## src/rtl/gfx_ctrl_pkg.sv

```systemverilog
// Shared types and defaults for the render-domain frame control path.
package gfx_ctrl_pkg;

    typedef enum logic [2:0] {
        IDLE   = 3'd0,
        CAM    = 3'd1,
        SETTLE = 3'd2,
        FEED   = 3'd3,
        DRAIN  = 3'd4,
        SWAP   = 3'd5
    } frame_seq_state_t;

    localparam int unsigned DEF_ANGLE_W    = 8;
    localparam int unsigned DEF_SINCOS_LAT = 2;

endpackage

```

## src/rtl/frame_sequencer.sv

```systemverilog
// Per-frame sequencer: camera pulse, angle step, feeder kick, drain wait, buffer swap.
// Optional FRAME_SEQ_STATS_EN adds saturating frames_done / frames_dropped counters.
module frame_sequencer
    import gfx_ctrl_pkg::*;
#(
    parameter int unsigned ANGLE_W    = DEF_ANGLE_W,
    parameter int unsigned SINCOS_LAT = DEF_SINCOS_LAT,
    parameter int unsigned BUSY_GRACE = 4,
    parameter int unsigned TIMEOUT    = 2000000
) (
    input  logic               clk,
    input  logic               rst_n,
    input  logic               frame_start,
    input  logic [2:0]         rot_en,
    input  logic               feeder_busy,
    input  logic               renderer_busy,
    output logic               render_begin,
    output logic               cam_valid,
    output logic               feeder_begin,
    output logic               fb_swap,
    output logic [ANGLE_W-1:0] ang_x,
    output logic [ANGLE_W-1:0] ang_y,
    output logic [ANGLE_W-1:0] ang_z,
    output logic               seq_busy,
    output logic               timeout_flag
`ifdef FRAME_SEQ_STATS_EN
    ,
    output logic [15:0]        frames_done,
    output logic [15:0]        frames_dropped
`endif
);

    localparam int unsigned SET_W = $clog2(SINCOS_LAT + 1);
    localparam int unsigned GR_W  = $clog2(BUSY_GRACE + 1);
    localparam int unsigned TO_W  = $clog2(TIMEOUT + 1);

    frame_seq_state_t  state, state_nx;
    logic [SET_W-1:0]  settle_cnt;
    logic [GR_W-1:0]   grace_cnt;
    logic [TO_W-1:0]   to_cnt;
    logic              busy_any;
    logic              accept;
    logic              forced;

    assign busy_any = feeder_busy | renderer_busy;
    assign seq_busy = (state != IDLE);

    always_comb begin
        state_nx = state;
        accept   = 1'b0;
        forced   = 1'b0;
        case (state)
            IDLE: begin
                if (frame_start && !busy_any) begin
                    accept   = 1'b1;
                    state_nx = CAM;
                end
            end
            CAM:    state_nx = SETTLE;
            SETTLE: if (settle_cnt == SET_W'(SINCOS_LAT - 1)) state_nx = FEED;
            FEED:   state_nx = DRAIN;
            DRAIN: begin
                // a normal drain completion wins over a timeout in the same cycle
                if (grace_cnt == '0 && !busy_any) begin
                    state_nx = SWAP;
                end else if (to_cnt == TO_W'(TIMEOUT - 1)) begin
                    state_nx = SWAP;
                    forced   = 1'b1;
                end
            end
            SWAP:    state_nx = IDLE;
            default: state_nx = IDLE;
        endcase
    end

    always_ff @(posedge clk or negedge rst_n) begin
        if (!rst_n) begin
            state        <= IDLE;
            render_begin <= 1'b0;
            cam_valid    <= 1'b0;
            feeder_begin <= 1'b0;
            fb_swap      <= 1'b0;
            ang_x        <= '0;
            ang_y        <= '0;
            ang_z        <= '0;
            timeout_flag <= 1'b0;
            settle_cnt   <= '0;
            grace_cnt    <= '0;
            to_cnt       <= '0;
        end else begin
            state        <= state_nx;
            render_begin <= (state_nx == CAM);
            cam_valid    <= (state_nx == CAM);
            feeder_begin <= (state_nx == FEED);
            fb_swap      <= (state_nx == SWAP);

            if (state == CAM) begin
                ang_x <= ang_x + ANGLE_W'(rot_en[0]);
                ang_y <= ang_y + ANGLE_W'(rot_en[1]);
                ang_z <= ang_z + ANGLE_W'(rot_en[2]);
            end

            if (state == SETTLE) settle_cnt <= settle_cnt + 1'b1;
            else                 settle_cnt <= '0;

            if (state == FEED)                          grace_cnt <= GR_W'(BUSY_GRACE);
            else if (state == DRAIN && grace_cnt != '0) grace_cnt <= grace_cnt - 1'b1;

            if (state != DRAIN)                    to_cnt <= '0;
            else if (to_cnt != TO_W'(TIMEOUT))     to_cnt <= to_cnt + 1'b1;

            if (forced) timeout_flag <= 1'b1;
        end
    end

`ifdef FRAME_SEQ_STATS_EN
    always_ff @(posedge clk or negedge rst_n) begin
        if (!rst_n) begin
            frames_done    <= '0;
            frames_dropped <= '0;
        end else begin
            if (state_nx == SWAP && state == DRAIN && frames_done != '1)
                frames_done <= frames_done + 1'b1;
            if (frame_start && !accept && frames_dropped != '1)
                frames_dropped <= frames_dropped + 1'b1;
        end
    end
`endif

endmodule

```

## config.mk

```make
export PLATFORM = sky130hd
export DESIGN_NAME = frame_sequencer
export DESIGN_NICKNAME = d
export VERILOG_FILES = /design/src/rtl/gfx_ctrl_pkg.sv /design/src/rtl/frame_sequencer.sv
export SDC_FILE = /design/constraint.sdc
export NUM_CORES = 1
export LEC_CHECK = 0
export BUFFER_PORTS_ARGS = -buffer_cell sky130_fd_sc_hd__buf_4
export CORE_UTILIZATION = 50
export CTS_BUF_LIST = sky130_fd_sc_hd__clkbuf_4
export DETAILED_ROUTE_END_ITERATION = 8
export PLACE_DENSITY = 0.81
export SETUP_SLACK_MARGIN = 0.2
export SYNTH_ARGS = -nofsm -noshare
export SYNTH_HDL_FRONTEND = slang
export SYNTH_SLANG_ARGS = --single-unit
export TNS_END_PERCENT = 50
```

## constraint.sdc

```tcl
create_clock -name clk -period 2.15 [get_ports clk]
set_clock_uncertainty 0.15 [all_clocks]
set_input_delay 0.3225 -clock clk [delete_from_list [all_inputs] [get_ports clk]]
set_output_delay 0.3225 -clock clk [all_outputs]
set_load 0.01 [all_outputs]
```

==> results of run 1 <==
==> worst max-delay path by stage <==
| stage | startpoint | endpoint | slack [ps] | depth (start not counted) |
|---|---|---|---|---|
| 2_1_floorplan | to_cnt[1]$_DFFE_PN0P_ | to_cnt[16]$_DFFE_PN0P_ | 180 | 6 |
| 3_3_place_gp | to_cnt[1]$_DFFE_PN0P_ | to_cnt[20]$_DFFE_PN0P_ | 130 | 5 |
| 3_5_place_dp | to_cnt[0]$_DFFE_PN0P_ | to_cnt[16]$_DFFE_PN0P_ | 30 | 5 |
| 4_1_cts | to_cnt[1]$_DFFE_PN0P_ | to_cnt[19]$_DFFE_PN0P_ | 200 | 5 |
| 5_1_grt | to_cnt[1]$_DFFE_PN0P_ | to_cnt[18]$_DFFE_PN0P_ | 120 | 5 |
| 6_report | to_cnt[0]$_DFFE_PN0P_ | to_cnt[18]$_DFFE_PN0P_ | 150 | 5 |
==> area by class of cell <==
| class | count | share of cell area [%] |
|---|---|---|
| Inverter | 11 | 1.18 |
| Multi-Input combinational cell | 189 | 38.5 |
| Sequential cell | 57 | 41.1 |
| Clock inverter | 5 | 2.04 |
| Tap cell | 70 | 2.51 |
| Clock buffer | 10 | 2.15 |
| Timing Repair Buffer | 57 | 12.5 |
==> logic make-up (layout without fill, tap and decap cells) <==
group	Yosys count	count (layout)
AOI/OAI and AO/OA	29	29
xor gates and xnor gates	30	30
adders and majority gates	11	11
buffers and inverters	20	83
DFF	57	57
muxes	6	6
and+or+nand+nor	113	113
==> routing by layer <==
layer | share of wire (%) | up-vias | GRT usage, %
li1 | - | 1052 | -
met1 | 43 | 1077 | 25.3
met2 | 51 | 62 | 36.6
met3 | 3.7 | 14 | 4.55
met4 | 2.5 | 0 | 14.2
met5 | 0 | - | 0
==> through the flow <==
step / cell area, um^2 / utilization [%] / worst slack, ps / power (mW) / std cells
after global routing: 3490 / 66.6 / 121 / 2.91 / 399
after CTS: 3420 / 65.2 / 205 / 2.76 / 393
after detailed placement: 3170 / 60.5 / 26.3 / 1.91 / 370
after global placement: 3170 / 60.5 / 134 / 1.87 / 370
final: 3490 / 66.6 / 150 / 2.76 / 399
after floorplan: 2810 / - / 179 / 1.67 / 266
==> synthesized netlist by cell type <==
master / instances / area share (%)
dfrtp_1: 57 / 51
nor2_1: 24 / 3.2
xnor2_1: 24 / 7.6
nand2_1: 22 / 3.0
a21oi_1: 13 / 2.3
ha_1: 11 / 4.9
inv_1: 11 / 1.5
nand3_1: 9 / 1.6
nand4_1: 9 / 2.0
nor3_1: 8 / 1.4
o21ai_0: 7 / 1.3
mux2_2: 6 / 2.4
or3_1: 6 / 1.3
xor2_1: 6 / 1.9
and3_1: 5 / 1.1
clkbuf_1: 5 / 0.67
or4_1: 5 / 1.3
nor4_1: 4 / 0.90
and4_1: 3 / 0.94
o31ai_1: 3 / 0.81
a22oi_1: 2 / 0.54
and2_1: 2 / 0.45
buf_2: 2 / 0.36
nand4_2: 2 / 0.90
nor4b_1: 2 / 0.63
a211oi_1: 1 / 0.27
a31oi_1: 1 / 0.22
and2b_1: 1 / 0.27
and3b_1: 1 / 0.31
and4b_1: 1 / 0.36
buf_4: 1 / 0.27
buf_6: 1 / 0.40
nand3_2: 1 / 0.36
nor2b_1: 1 / 0.22
nor3b_1: 1 / 0.27
nor3b_2: 1 / 0.45
nor4bb_1: 1 / 0.36
o211ai_1: 1 / 0.27
o21bai_1: 1 / 0.27
or2_1: 1 / 0.22
or2b_1: 1 / 0.27
or3b_2: 1 / 0.31
or4_4: 1 / 0.40
==> registers in the layout, summed over array words and instances, names as in the netlist <==
register      cells
ang_z             8
fb_swap           1
ang_x             8
to_cnt           21
settle_cnt        2
ang_y             8
cam_valid         1
state             3
timeout_flag      1
grace_cnt         3
feeder_begin      1
==> what timing repair did <==
item,in CTS,in global routing
endpoints found under the hold margin,58,0
pin swaps,4,7
hold buffers,3,0
endpoints found under the setup margin,7,12
resized for setup,12,8
setup buffers,5,6
==> power by group <==
part,switching [mW],leakage [nW],internal [mW]
registers,0.110,0.769,1.18
clock network,0.384,0.0790,0.468
logic,0.313,0.712,0.300
total,0.808,1.56,1.95
==> flow_summary.yaml, run 1 <==
synth:
  yosys.area_share.simple_pct: 22.8
  synth_top_family_by_area: "simple AND/OR/NAND/NOR gates"
  synthMuxAreaShare_pct: 2.43
  synth_seq_area_share_pct: 51.3
  synth-seq-cells: 57
  synthCells: 266
  yosysUniqueCellTypes: 43
  avgSynthCellArea_um2: 10.5
  ys.warnings.count: 0
  synth_xor_area_share_pct: 9.44
  synth-compound-area-share_pct: 5.98
  syn-cell-area_um2: 2780
  synthAdderAreaFrac_pct: 4.95
  synth_nets: 285
critical_path:
  cp_max_fo: 6
  critPathKind: "flip-flop to flip-flop"
  r2r_end: "to_cnt[18]$_DFFE_PN0P_"
  required_ps: 2310
  r2r-start: "to_cnt[0]$_DFFE_PN0P_"
  crit_path_start_kind: "flip-flop"
  cpPeakStageDelay_ps: 440
  path_cells: "ha_4, nand4_4, or3_4, or4_4, a21oi_2"
  path_buf_inv: 0
  rrSetupSlack_ps: 150
  worst_setup_path_end_kind: "flip-flop"
  cp_top_family: "simple AND/OR/NAND/NOR gates"
  cp_slowest_cell: "or3_4"
  reg2reg_depth: 5
  critPathArrivalTime_ps: 2160
run:
  cap_violations: 0
cells_and_area:
  nFillCells: 396
  num_antenna_cells: 0
  drive_above_1_share_pct: 29.8
  final_cell_mix: "buf_4, dfrtp_1, nor2_1, xnor2_1, nand2_1"
  area_growth_pct: 25.4
  fin_nets: 344
  final_common_cell: "buf_4"
  regArea_um2: 1440
  multi_input_area_um2: 1340
sta:
  final_max_slew_viol_count: 0
  worst_pin_slew_ps: 717
  max_slew_margin_pct: 52.2
  max_freq_mhz: 500
  period_minus_slack_ps: 2000
  setup_violations: 0
  fin_crit_sh_pct: 93.0
  final.setup.tns_ps: 0
  whs_ps: 90.8
  rsz0062_at_grt: "yes"
  hold_viol: 0
floorplanning:
  num_rows: 26
  design.die.area_um2: 5870
  ios: 38
  core-area_um2: 5240
  die_w_um: 76.6
  die_h_um: 76.6
  start_util_pct: 53.1
outcome:
  outcome: "finished, final reports clean"
min_path:
  min_delay_path_depth: 2
  hold_start: "frame_start"
  worst_hold_path_type: "input pin to flip-flop"
  hold_end: "cam_valid$_DFF_PN0_"
place:
  io_buffer_count: 37
  gp_congestion: 0.879
  dp_hpwl_mm: 3.84
grt:
  grt_pass1_wl_mm: 9.87
  grt_overflow: 0
  antenna_found_initial: 0
  track_usage_pct: 21.8
  grt_start_max_net_pins: 58
  grt_pass1_vias: 2153
clocking:
  insertion_delay_ps: 390
  clkTransAtPathRegs_ps: 90
  tritoncts: "built"
  cts_buffers: 9
  clock_sinks: 57
  cts_root_buffer: "clkbuf_4"
  ctsHtreeMaxLevel: 3
  cts_buffer_depth: 2
drt:
  post_drt_wl_per_cell_um: 15.4
  vias_per_cell: 5.53
  drtIter0Drc: 126
  ant_nets: 0
  num_vias: 2205
  drt_wl_total_mm: 6.14
  drc: 0
  drt_first_pass_iters: 5
power_and_ir_drop:
  peakVddDrop_v: 0.000465
  p_leak_nw: 1.56
  cellPowerDensity_nw_per_um2: 791
Power figures use the tool's default switching activity.
==> inputs of run 2 (changes only) <==
--- a/config.mk
+++ b/config.mk
@@ -9,6 +9,7 @@
 export CORE_UTILIZATION = 50
 export CTS_BUF_LIST = sky130_fd_sc_hd__clkbuf_4
 export DETAILED_ROUTE_END_ITERATION = 8
+export MAX_ROUTING_LAYER = met4
 export PLACE_DENSITY = 0.81
 export SETUP_SLACK_MARGIN = 0.2
 export SYNTH_ARGS = -nofsm -noshare
==> constraint.sdc (replaced) <==
create_clock -name clk -period 2.15 [get_ports clk]
set_clock_uncertainty 0.15 [all_clocks]
set_input_delay 0.43 -clock clk [delete_from_list [all_inputs] [get_ports clk]]
set_output_delay 0.43 -clock clk [all_outputs]
set_load 0.01 [all_outputs]
==> run 2 against run 1 <==
  * Non-clock buffer count increased by 1
  * Register-to-register slack improved by 60 ps
  * Total power increased by 1.0%
  * Critical path type unchanged
  * Largest power group unchanged
==> flow_summary.yaml, run 2 (same netlist as run 1, synthesis figures left out) <==
drt:
  post_drt_wl_per_cell_um: 14.9
  wl_met2_mm: 3.01
  top_layer_used: "met4"
  wl_met3_um: 211
  drt_wl_total_mm: 5.95
  drtIter0Drc: 135
  vias_per_cell: 5.46
  num_vias: 2182
  ant_nets: 0
  drc: 0
  wl_met1_mm: 2.61
  drt_first_pass_iters: 4
floorplanning:
  design.die.area_um2: 5870
  ios: 38
  die_h_um: 76.6
  core-area_um2: 5240
  die_w_um: 76.6
  num_rows: 26
  start_util_pct: 53.1
cells_and_area:
  fin_nets: 345
  final_common_cell: "buf_4"
  fin_area_um2: 3480
  nFillCells: 397
  largest_reg_flops: 21
  regArea_um2: 1440
  area_growth_pct: 25.1
  regMostFlops: "to_cnt"
  drive_above_1_share_pct: 30.3
  final_core_util_pct: 66.5
  num_antenna_cells: 0
  multi_input_area_um2: 1330
  final_cell_mix: "buf_4, dfrtp_1, nor2_1, xnor2_1, nand2_1"
critical_path:
  cp_slowest_cell: "or4_4"
  critPathArrivalTime_ps: 2090
  cpPeakStageDelay_ps: 570
  worst_setup_path_end_kind: "flip-flop"
  cp_max_fo: 5
  crit_cells: 4
  reg2reg_depth: 4
  critPathKind: "flip-flop to flip-flop"
  crit_path_start_kind: "flip-flop"
  required_ps: 2300
  path_buf_inv: 0
  cp_top_family: "simple AND/OR/NAND/NOR gates"
  path_cells: "nor4b_2, nand4_1, or4_4, a31oi_1"
sta:
  max_freq_mhz: 515
  rsz0062_at_grt: "yes"
  worst_pin_slew_ps: 704
  final_max_slew_viol_count: 0
  final.setup.tns_ps: 0
  fin_crit_sh_pct: 90.2
  max_slew_margin_pct: 53.1
  period_minus_slack_ps: 1940
  hold_viol: 0
  worst_slack_ps: 210
  setup_violations: 0
clocking:
  cts_root_buffer: "clkbuf_4"
  clock_sinks: 57
  ctsHtreeMaxLevel: 3
  tritoncts: "built"
  cts_buffers: 9
  clkTransAtPathRegs_ps: 90
  cts_buffer_depth: 2
  insertion_delay_ps: 390
place:
  place_ws_ps: 26.3
  dp_hpwl_mm: 3.84
  gp_congestion: 0.894
  place_area_um2: 3170
  io_buffer_count: 37
grt:
  grt_overflow: 0
  grt_start_max_net_pins: 58
  grt_pass1_wl_mm: 9.74
  track_usage_pct: 22.3
  antenna_found_initial: 0
  grt_pass1_vias: 2096
power_and_ir_drop:
  cellPowerDensity_nw_per_um2: 801
  p_leak_nw: 1.56
  peakVddDrop_v: 0.000462
outcome:
  outcome: "finished, final reports clean"
min_path:
  min_delay_path_depth: 2
  worst_hold_path_type: "input pin to flip-flop"
run:
  cap_violations: 0
[run 2: cell types whose count changed in the layout (fill, tap and decap cells not counted), sizes merged]
cell and delta:
buf +3, dlygate4sd3 -2
[run 2: metal layers]
metal / track usage [%] / vias to the layer above
met5: - / -
met4: 11.9 / 0
met3: 4.55 / 10
met2: 36.4 / 53
met1: 25.8 / 1064
li1: - / 1055
[run 2: power by group]
part,switching [mW],internal (mW),leakage [nW],total (mW)
clock,0.384,0.468,0.0790,0.852
sequential,0.0925,1.19,0.766,1.28
combinational,0.328,0.328,0.716,0.657
[run 2: layout make-up]
class,count,area share [%]
multi-input cells,189,38.2
repair buffers,58,12.6
clock buffers,10,2.16
clock inverters,5,2.05
inverters,11,1.19
flip-flops and latches,57,41.3
well taps,70,2.52
[run 2: path summary, 6_finish.rpt]
check                                   startpoint                 endpoint  slack, ps
max                          to_cnt[8]$_DFFE_PN0P_       state[0]$_DFF_PN0_        210
min                                  renderer_busy      cam_valid$_DFF_PN0_         80
max reg2reg                  to_cnt[8]$_DFFE_PN0P_       state[0]$_DFF_PN0_        210
min reg2reg                settle_cnt[0]$_DFF_PN0_  settle_cnt[0]$_DFF_PN0_        320
max in group asynchronous                    rst_n       state[0]$_DFF_PN0_        840
min in group asynchronous                    rst_n     ang_y[1]$_DFFE_PN0P_        480
[run 2: stage by stage]
stage	cells	total power [mW]	hold WS (ps)
after CTS	391	2.78	63.9
after global routing	400	2.95	72.3
final	400	2.79	77.0
after global placement	370	1.87	270
after floorplan	266	1.67	-15.6
after detailed placement	370	1.91	317
[run 2: repair_timing]
action                                  CTS  global route
setup buffers                             5             9
gates resized for setup                  10             8
hold endpoints to repair                 57             0
gates cloned                              0             0
endpoints found under the setup margin    8            12
hold buffers                              1             0
pin swaps                                 4             4
[run 2: worst register-to-register path, stage by stage (launching register included)]
cell	delay [ps]
dfrtp_2	450
nor4b_2	330
nand4_1	180
or4_4	570
a31oi_1	170
